<file path="src/rtl/counter_pkg.sv">
// Shared constants for the counter slice.
package counter_pkg;

    localparam int unsigned COUNTER_WIDTH_DEFAULT = 16;

endpackage

</file>
<file path="src/rtl/counter.sv">
// Enable-gated binary up-counter with a registered one-cycle wrap pulse.
module counter
    import counter_pkg::*;
#(
    parameter int unsigned COUNTER_WIDTH = COUNTER_WIDTH_DEFAULT
) (
    input  logic                     i_clock,
    input  logic                     i_reset,
    input  logic                     i_enable,
    output logic [COUNTER_WIDTH-1:0] o_counter,
    output logic                     o_wrap
);

    // One extra bit so the carry-out of the increment becomes the wrap flag.
    logic [COUNTER_WIDTH:0] sum;

    always_comb begin
        sum = {1'b0, o_counter} + (COUNTER_WIDTH + 1)'(1);
    end

    always_ff @(posedge i_clock) begin
        if (i_reset) begin
            o_counter <= '0;
            o_wrap    <= 1'b0;
        end else if (i_enable) begin
            o_counter <= sum[COUNTER_WIDTH-1:0];
            o_wrap    <= sum[COUNTER_WIDTH];
        end else begin
            o_wrap    <= 1'b0;
        end
    end

    // Simulation-only checks; seen_reset masks the undefined pre-reset state.
    logic seen_reset;

    always_ff @(posedge i_clock) begin
        if (i_reset) begin
            seen_reset <= 1'b1;
        end
    end

    a_advance : assert property (@(posedge i_clock)
        ($past(seen_reset) && !$past(i_reset) && $past(i_enable))
        |-> (o_counter == COUNTER_WIDTH'($past(o_counter) + 1'b1)));

    a_stable : assert property (@(posedge i_clock)
        ($past(seen_reset) && !$past(i_reset) && !$past(i_enable))
        |-> (o_counter == $past(o_counter)));

    generate
        if (COUNTER_WIDTH > 1) begin : g_wrap_chk
            a_wrap_single : assert property (@(posedge i_clock)
                (seen_reset && o_wrap) |=> !o_wrap);
        end
    endgenerate

endmodule

</file>
<file path="config.mk">
export PLATFORM = sky130hd
export DESIGN_NAME = counter
export DESIGN_NICKNAME = d
export VERILOG_FILES = /design/src/rtl/counter_pkg.sv /design/src/rtl/counter.sv
export SDC_FILE = /design/constraint.sdc
export NUM_CORES = 1
export LEC_CHECK = 0
export ABC_AREA = 1
export BUFFER_PORTS_ARGS = -buffer_cell sky130_fd_sc_hd__clkbuf_2
export CAP_MARGIN = 20
export CORE_ASPECT_RATIO = 0.7
export CORE_MARGIN = 1
export CORE_UTILIZATION = 30
export CTS_CLUSTER_DIAMETER = 40
export CTS_CLUSTER_SIZE = 20
export DETAILED_ROUTE_END_ITERATION = 7
export PLACE_DENSITY_LB_ADDON = 0.25
export SLEW_MARGIN = 10
export SYNTH_ARGS = -nofsm -noshare
export SYNTH_HDL_FRONTEND = slang
export SYNTH_SLANG_ARGS = --single-unit
</file>
<file path="constraint.sdc">
create_clock -name i_clock -period 1.4 [get_ports i_clock]
set_input_delay 0.14 -clock i_clock [delete_from_list [all_inputs] [get_ports i_clock]]
set_output_delay 0.14 -clock i_clock [all_outputs]
set_load 0.01 [all_outputs]
</file>
# ---- After elaboration in Yosys (flattened, before gate mapping)
# Cells that the tools add are included.
dict set report word_totals {
  mem_bits_rw 0
  romBits 0
  latch_bits 0
  n_memories 0
  output_inout_bits 17
  inputBits 3
  regBits 17
  elab_cells 5
}
dict set report classes {
  eq_ne 0
  n_div 0
  n_mux 0
  mul 0
  n_reduce_logical 1
  bitwise_logic 1
  magnitude_cmp 0
  n_addsub 1
  n_shift 0
}
# operator count
set op_table {}
lappend op_table {{$add A16 B1 Y17 const B} 1}
lappend op_table {{$reduce_or A2 Y1} 1}
lappend op_table {{$not A1 Y1} 1}

# ---- Longest topological paths before layout
# Gate-level depths: netlist of run 1.
dict set report depth {
  depth_word 2
  mapped_depth 8
  depth_no_buf 8
}

# ---- Worst setup path after synthesis of run 1
# No wires, ideal clock.
dict set report synth_timing {
  path_type {register -> register}
  start {register o_counter[0]}
  end {register o_counter[12]}
  synth_period_minus_slack_ns 1.279
  slack_ns 0.121
  path_stages_with_launch 7
  t_arrival_ns 1.164
  setup_ns 0.116
  cell_sequence {dfxtp_1 ha_1 nand2_1 nor2_4 nand3_1 o21ai_0 nor2_1}
}
dict set report synth_between {
  elab_chain_cells 1
}
# item line
set synth_rtl {}
lappend synth_rtl {{start, declared} counter.sv:10} ;# output logic [COUNTER_WIDTH-1:0] o_counter,
lappend synth_rtl {{start signal, assigned} counter.sv:26} ;# o_counter <= sum[COUNTER_WIDTH-1:0];
lappend synth_rtl {{$add A16 B1 Y17} counter.sv:18} ;# sum = {1'b0, o_counter} + (COUNTER_WIDTH + 1)'(1);
# Every way passes these cells.
# A chain may end at the register's enable or synchronous reset.

# ---- Final worst setup path of run 1
dict set report layout_timing {
  start {register o_counter[1]}
  end {register o_counter[12]}
}
# Same word-level chain as after synthesis.

==> results.sh, run 1 <==
export IMPL_status="completed"
export IMPL_fp_dieH_um=46.4
export IMPL_initial_core_util_pct=33.0
export IMPL_tightest_slew_ns=0.287
export IMPL_netlist_area_um2=843
export IMPL_synth_cell_types=20
export IMPL_wl_met2_um=864
export IMPL_vias_per_cell=4.71
export IMPL_yosys_area_share_adder_pct=1.48
export IMPL_drv_cap=0
export IMPL_fin_util_pct=41.2
export IMPL_synth_simple_area_share_pct=39.8
export IMPL_final_area_um2=1050
export IMPL_synth_compound_area_share_pct=8.61
export IMPL_drt_iter0_drc=43
export IMPL_rsz0062_at_grt="no"
export IMPL_htreeDepth=1
export IMPL_syn_to_final_growth_pct=24.6
export IMPL_gp_congestion=0.889
export IMPL_holdBufCountCts=0
export IMPL_whs_ns=0.200
export IMPL_overflow=0
export IMPL_p_comb_share_pct=5.0
export IMPL_p_sw_mw=0.196
export IMPL_final_common_cell="nand2_1"
export IMPL_worstSetupPathType="flop to flop"
export IMPL_crit_arrival_ns=1.43
export IMPL_fmax_mhz=779
export IMPL_dr_max_layer_used="met4"
export IMPL_antenna_found_initial=0
export IMPL_critical_path_endpoint_type="flop"
export IMPL_synth_top_family_by_area="simple AND/OR/NAND/NOR gates"
export IMPL_synth_nets=131
export IMPL_synthCells=127
export IMPL_max_clock_path_buffers=2
export IMPL_setup_viol=0
export IMPL_finalPower_mw=0.903
export IMPL_drv_slew=0
export IMPL_postRouteAntennaNets=0
export IMPL_cts_setup_buffers=0
export IMPL_peakVddDrop_uv=556
export IMPL_io_buffers=19
export IMPL_yosys_mux_area_fraction_pct=0
export IMPL_die_x_um=65.4
export IMPL_fin_setup_tns_ns=0
export IMPL_layout_common_cells="30 x nand2_1, 24 x nor2_1, 19 x clkbuf_2"
export IMPL_min_period_over_period_pct=91.7
export IMPL_vias=881
export IMPL_place_hpwl_mm=1.52
export IMPL_crit_path_max_fanout=7
export IMPL_diodes=0
export IMPL_cp_start_kind="flop"
export IMPL_hold_viol=0
export IMPL_power_share_switching_pct=21.7
export IMPL_drive_gt1_share_pct=21.6
export IMPL_p_clk_share_pct=40.3
export IMPL_wl_met1_um=999
export IMPL_hp_class="input pin to flop"
export IMPL_p_seq_share_pct=54.7
export IMPL_fin_skew_ns=0.00432
export IMPL_crit_required_ns=1.54
export IMPL_ys_seq_area_share_pct=40.4
export IMPL_synth_xor_area_share_pct=2.08
export IMPL_cts_buffers=3
export IMPL_cts_resized=0
export IMPL_remaining_drc_errors=0
export IMPL_root_buffer="clkbuf_8"
export IMPL_leakage_nw=0.448
export IMPL_wl_per_cell_um=10.7
export IMPL_die_area_um2=3030
export IMPL_syn_avg_cell_area_um2=6.64
export IMPL_finalCriticalPeriod_ns=1.28
export IMPL_grt_pass1_wl_mm=3.18
export IMPL_slew_headroom_pct=80.8
export IMPL_grt_max_degree=10
export IMPL_intPower_mw=0.708
export IMPL_p_per_area_nw_per_um2=859
export IMPL_cts_sinks=17
export IMPL_grt_usage_pct=14.6
export IMPL_core_um2=2550
export IMPL_row_count=15
export IMPL_clk_latency_ns=0.25
export IMPL_wl_mm=2.00
export IMPL_met3_length_um=120
export IMPL_ioPinCount=20
export IMPL_nets=158
export IMPL_dr_pass1_iters=4
export IMPL_yosys_warnings=0
export IMPL_dpl_cell_area_um2=991
export IMPL_cts_tree="built"
export IMPL_grt_pass1_vias=711
export IMPL_clk_pin_slew_ns=0.07
export IMPL_ys_seq_elements=17
## per-layer routing
metal  vias to the layer above  track usage [%]
li1                        455                -
met3                         4             6.44
met1                       403             19.1
met2                        19             21.9
met4                         0             4.35
met5                         -                0
## cells by family (layout without fill, tap and decap cells)
family | after synthesis | after routing
AND/OR/NAND/NOR | 77 | 77
flip-flops | 17 | 17
buffers and inverters | 17 | 43
AO/OA/AOI/OAI | 13 | 13
XOR/XNOR | 2 | 2
adder cells (fa/ha/maj) | 1 | 1
## synth_stat cells
master	instances	area, µm²
nand2_1	30	113
nor2_1	24	90.1
dfxtp_1	17	340
inv_1	15	56.3
nand3_1	11	55.1
a21oi_1	6	30.0
nor2_2	4	25.0
o21ai_0	4	20.0
nand4_1	3	18.8
nor3_1	2	10.0
o21bai_1	2	15.0
a211oi_1	1	7.51
buf_2	1	5.00
ha_1	1	12.5
inv_2	1	3.75
nand2_2	1	6.26
nor2_4	1	11.3
nor4_1	1	6.26
xnor2_1	1	8.76
xor2_1	1	8.76
## sequential cells by signal, indices dropped and copies added, names as in the netlist
register	flops
o_wrap	1
o_counter	16
## power groups by stage
stage / registers (mW) / clock network [mW] / logic [mW]
finish: 0.494 / 0.364 / 0.0454
global route: 0.495 / 0.398 / 0.0494
CTS: 0.494 / 0.379 / 0.0459
detailed placement: 0.505 / 0 / 0.0457
global placement: 0.504 / 0 / 0.0458
floorplan: 0.508 / 0 / 0.0228
## stage by stage
stage / setup slack (ns) / std cells
3_5_place_dp: 0.0969 / 181
5_1_grt: 0.0351 / 187
6_report: 0.116 / 187
3_3_place_gp: 0.148 / 181
4_1_cts: 0.0690 / 185
2_1_floorplan: 0.121 / 127
## path summary, 6_finish.rpt
kind | start | to | slack (ns) | cells past startpoint
worst max-delay path | o_counter[1]$_SDFFE_PP0P_ | o_counter[12]$_SDFFE_PP0P_ | 0.12 | 6
worst min-delay path | i_reset | o_counter[13]$_SDFFE_PP0P_ | 0.20 | 2
worst max register to register | o_counter[1]$_SDFFE_PP0P_ | o_counter[12]$_SDFFE_PP0P_ | 0.12 | 6
worst min register to register | o_counter[5]$_SDFFE_PP0P_ | o_counter[5]$_SDFFE_PP0P_ | 0.52 | 2
## critical path, stage by stage (launching register included)
cell and delay, ns:
dfxtp_1 0.37, ha_1 0.20, nand2_1 0.10, nor2_4 0.17, nand3_1 0.12, o21ai_0 0.16
nor2_1 0.05
## area by class of cell
type                       instances  area [µm²]
clock buffer                       4        45.0
sequential                        17         340
multi-input combinational         93         438
tap                               34        42.5
timing repair buffer              23         125
fill                             290        1500
inverter                          16        60.1
Note: power is estimated with default switching activity, not from simulation.
==> run 2: changes to the inputs <==
--- a/config.mk
+++ b/config.mk
@@ -15,6 +15,7 @@
 export CTS_CLUSTER_SIZE = 20
 export DETAILED_ROUTE_END_ITERATION = 7
 export PLACE_DENSITY_LB_ADDON = 0.25
+export REMOVE_ABC_BUFFERS = 1
 export SLEW_MARGIN = 10
 export SYNTH_ARGS = -nofsm -noshare
 export SYNTH_HDL_FRONTEND = slang
==> results.sh, run 2 (same netlist as run 1, synthesis figures left out) <==
export IMPL_diodes=0
export IMPL_overflow=0
export IMPL_fp_dieH_um=46.4
export IMPL_tightest_slew_ns=0.285
export IMPL_postRouteAntennaNets=0
export IMPL_reg_top3="o_counter x16, o_wrap x1"
export IMPL_setup_slack_ns=0.117
export IMPL_io_buffers=19
export IMPL_r2r_start="o_counter[1]$_SDFFE_PP0P_"
export IMPL_row_count=15
export IMPL_peakVddDrop_uv=438
export IMPL_final_cells=187
export IMPL_worstSetupPathType="flop to flop"
export IMPL_gp_congestion=0.885
export IMPL_wl_met1_mm=1.06
export IMPL_dp_slack_ns=0.0413
export IMPL_finalPower_mw=0.915
export IMPL_drv_slew=0
export IMPL_hp_start="i_reset"
export IMPL_critPathLaunch="o_counter[1]$_SDFFE_PP0P_"
export IMPL_syn_to_final_growth_pct=24.8
export IMPL_leakage_nw=0.449
export IMPL_fmax_mhz=779
export IMPL_drt_iter0_drc=30
export IMPL_ioPinCount=20
export IMPL_dr_max_layer_used="met4"
export IMPL_finalCriticalPeriod_ns=1.28
export IMPL_dr_pass1_iters=4
export IMPL_wl_per_cell_um=11.2
export IMPL_nets=158
export IMPL_whs_ns=0.203
export IMPL_die_area_um2=3030
export IMPL_wl_mm=2.10
export IMPL_remaining_drc_errors=0
export IMPL_wl_met2_um=915
export IMPL_cts_buffers=3
export IMPL_largest_register="o_counter"
export IMPL_p_per_area_nw_per_um2=870
export IMPL_grt_usage_pct=15.6
export IMPL_core_um2=2550
export IMPL_cp_start_kind="flop"
export IMPL_drive_gt1_share_pct=22.2
export IMPL_max_clock_path_buffers=2
export IMPL_setup_viol=0
export IMPL_slew_headroom_pct=81.0
export IMPL_cts_tree="built"
export IMPL_crit_arrival_ns=1.43
export IMPL_final_area_um2=1050
export IMPL_dpl_cell_area_um2=983
export IMPL_fin_skew_ns=0.00297
export IMPL_hold_viol=0
export IMPL_cts_sinks=17
export IMPL_dp_cells=180
export IMPL_met3_length_um=91
export IMPL_status="completed"
export IMPL_vias_per_cell=4.64
export IMPL_crit_required_ns=1.55
export IMPL_clk_pin_slew_ns=0.07
export IMPL_critical_path_endpoint_type="flop"
export IMPL_crit_path_max_fanout=8
export IMPL_clk_latency_ns=0.26
export IMPL_grt_pass1_wl_mm=3.39
export IMPL_fin_setup_tns_ns=0
export IMPL_htreeDepth=1
export IMPL_drv_cap=0
export IMPL_hp_class="input pin to flop"
export IMPL_antenna_found_initial=0
export IMPL_die_x_um=65.4
export IMPL_min_period_over_period_pct=91.6
export IMPL_root_buffer="clkbuf_8"
export IMPL_place_hpwl_mm=1.56
export IMPL_grt_pass1_vias=740
export IMPL_initial_core_util_pct=33.0
export IMPL_grt_max_degree=10
export IMPL_layout_common_cells="30 x nand2_1, 24 x nor2_1, 19 x clkbuf_2"
export IMPL_largest_reg_flops=16
export IMPL_vias=867
export IMPL_holdBufCountCts=0
export IMPL_fin_util_pct=41.2
export IMPL_final_common_cell="nand2_1"
run 2: changes by cell type in the layout (fill, tap and decap cells not counted):
cell     delta
dfxtp_2     +1
dfxtp_1     -1
run 2: area by class of cell:
cell class / count / area [µm²]
clock buffer: 4 / 45.0
sequential: 17 / 342
multi-input combinational: 93 / 438
tap: 34 / 42.5
inverter: 16 / 60.1
fill: 282 / 1500
timing repair buffer: 23 / 125
run 2: repair_timing:
action,in CTS,in global routing
endpoints found under the setup margin,0,3
gates resized for setup,0,1
setup buffers,0,3
run 2: worst paths after layout:
path	endpoint	slack, ns	cells after the start
max	o_counter[12]$_SDFFE_PP0P_	0.12	6
min	o_counter[13]$_SDFFE_PP0P_	0.20	2
min reg2reg	o_counter[5]$_SDFFE_PP0P_	0.54	2
max reg2reg	o_counter[12]$_SDFFE_PP0P_	0.12	6
run 2: worst max-delay path, stage by stage, from the launching register on:
cell and delay [ns]:
dfxtp_1 0.37, ha_1 0.21, nand2_1 0.10, nor2_4 0.17, nand3_1 0.12, o21ai_0 0.16
nor2_1 0.05
run 2: report_power, final:
group / switching, mW / total [mW] / internal, mW
clock: 0.176 / 0.378 / 0.202
combinational: 0.0275 / 0.0414 / 0.0140
sequential: 0.00605 / 0.496 / 0.490
run 2: metal layers:
| layer | track usage, % | up-vias |
|---|---|---|
| met5 | 0 | - |
| met4 | 6.52 | 0 |
| met3 | 5.94 | 5 |
| met2 | 23.5 | 15 |
| met1 | 20.0 | 393 |
| li1 | - | 454 |
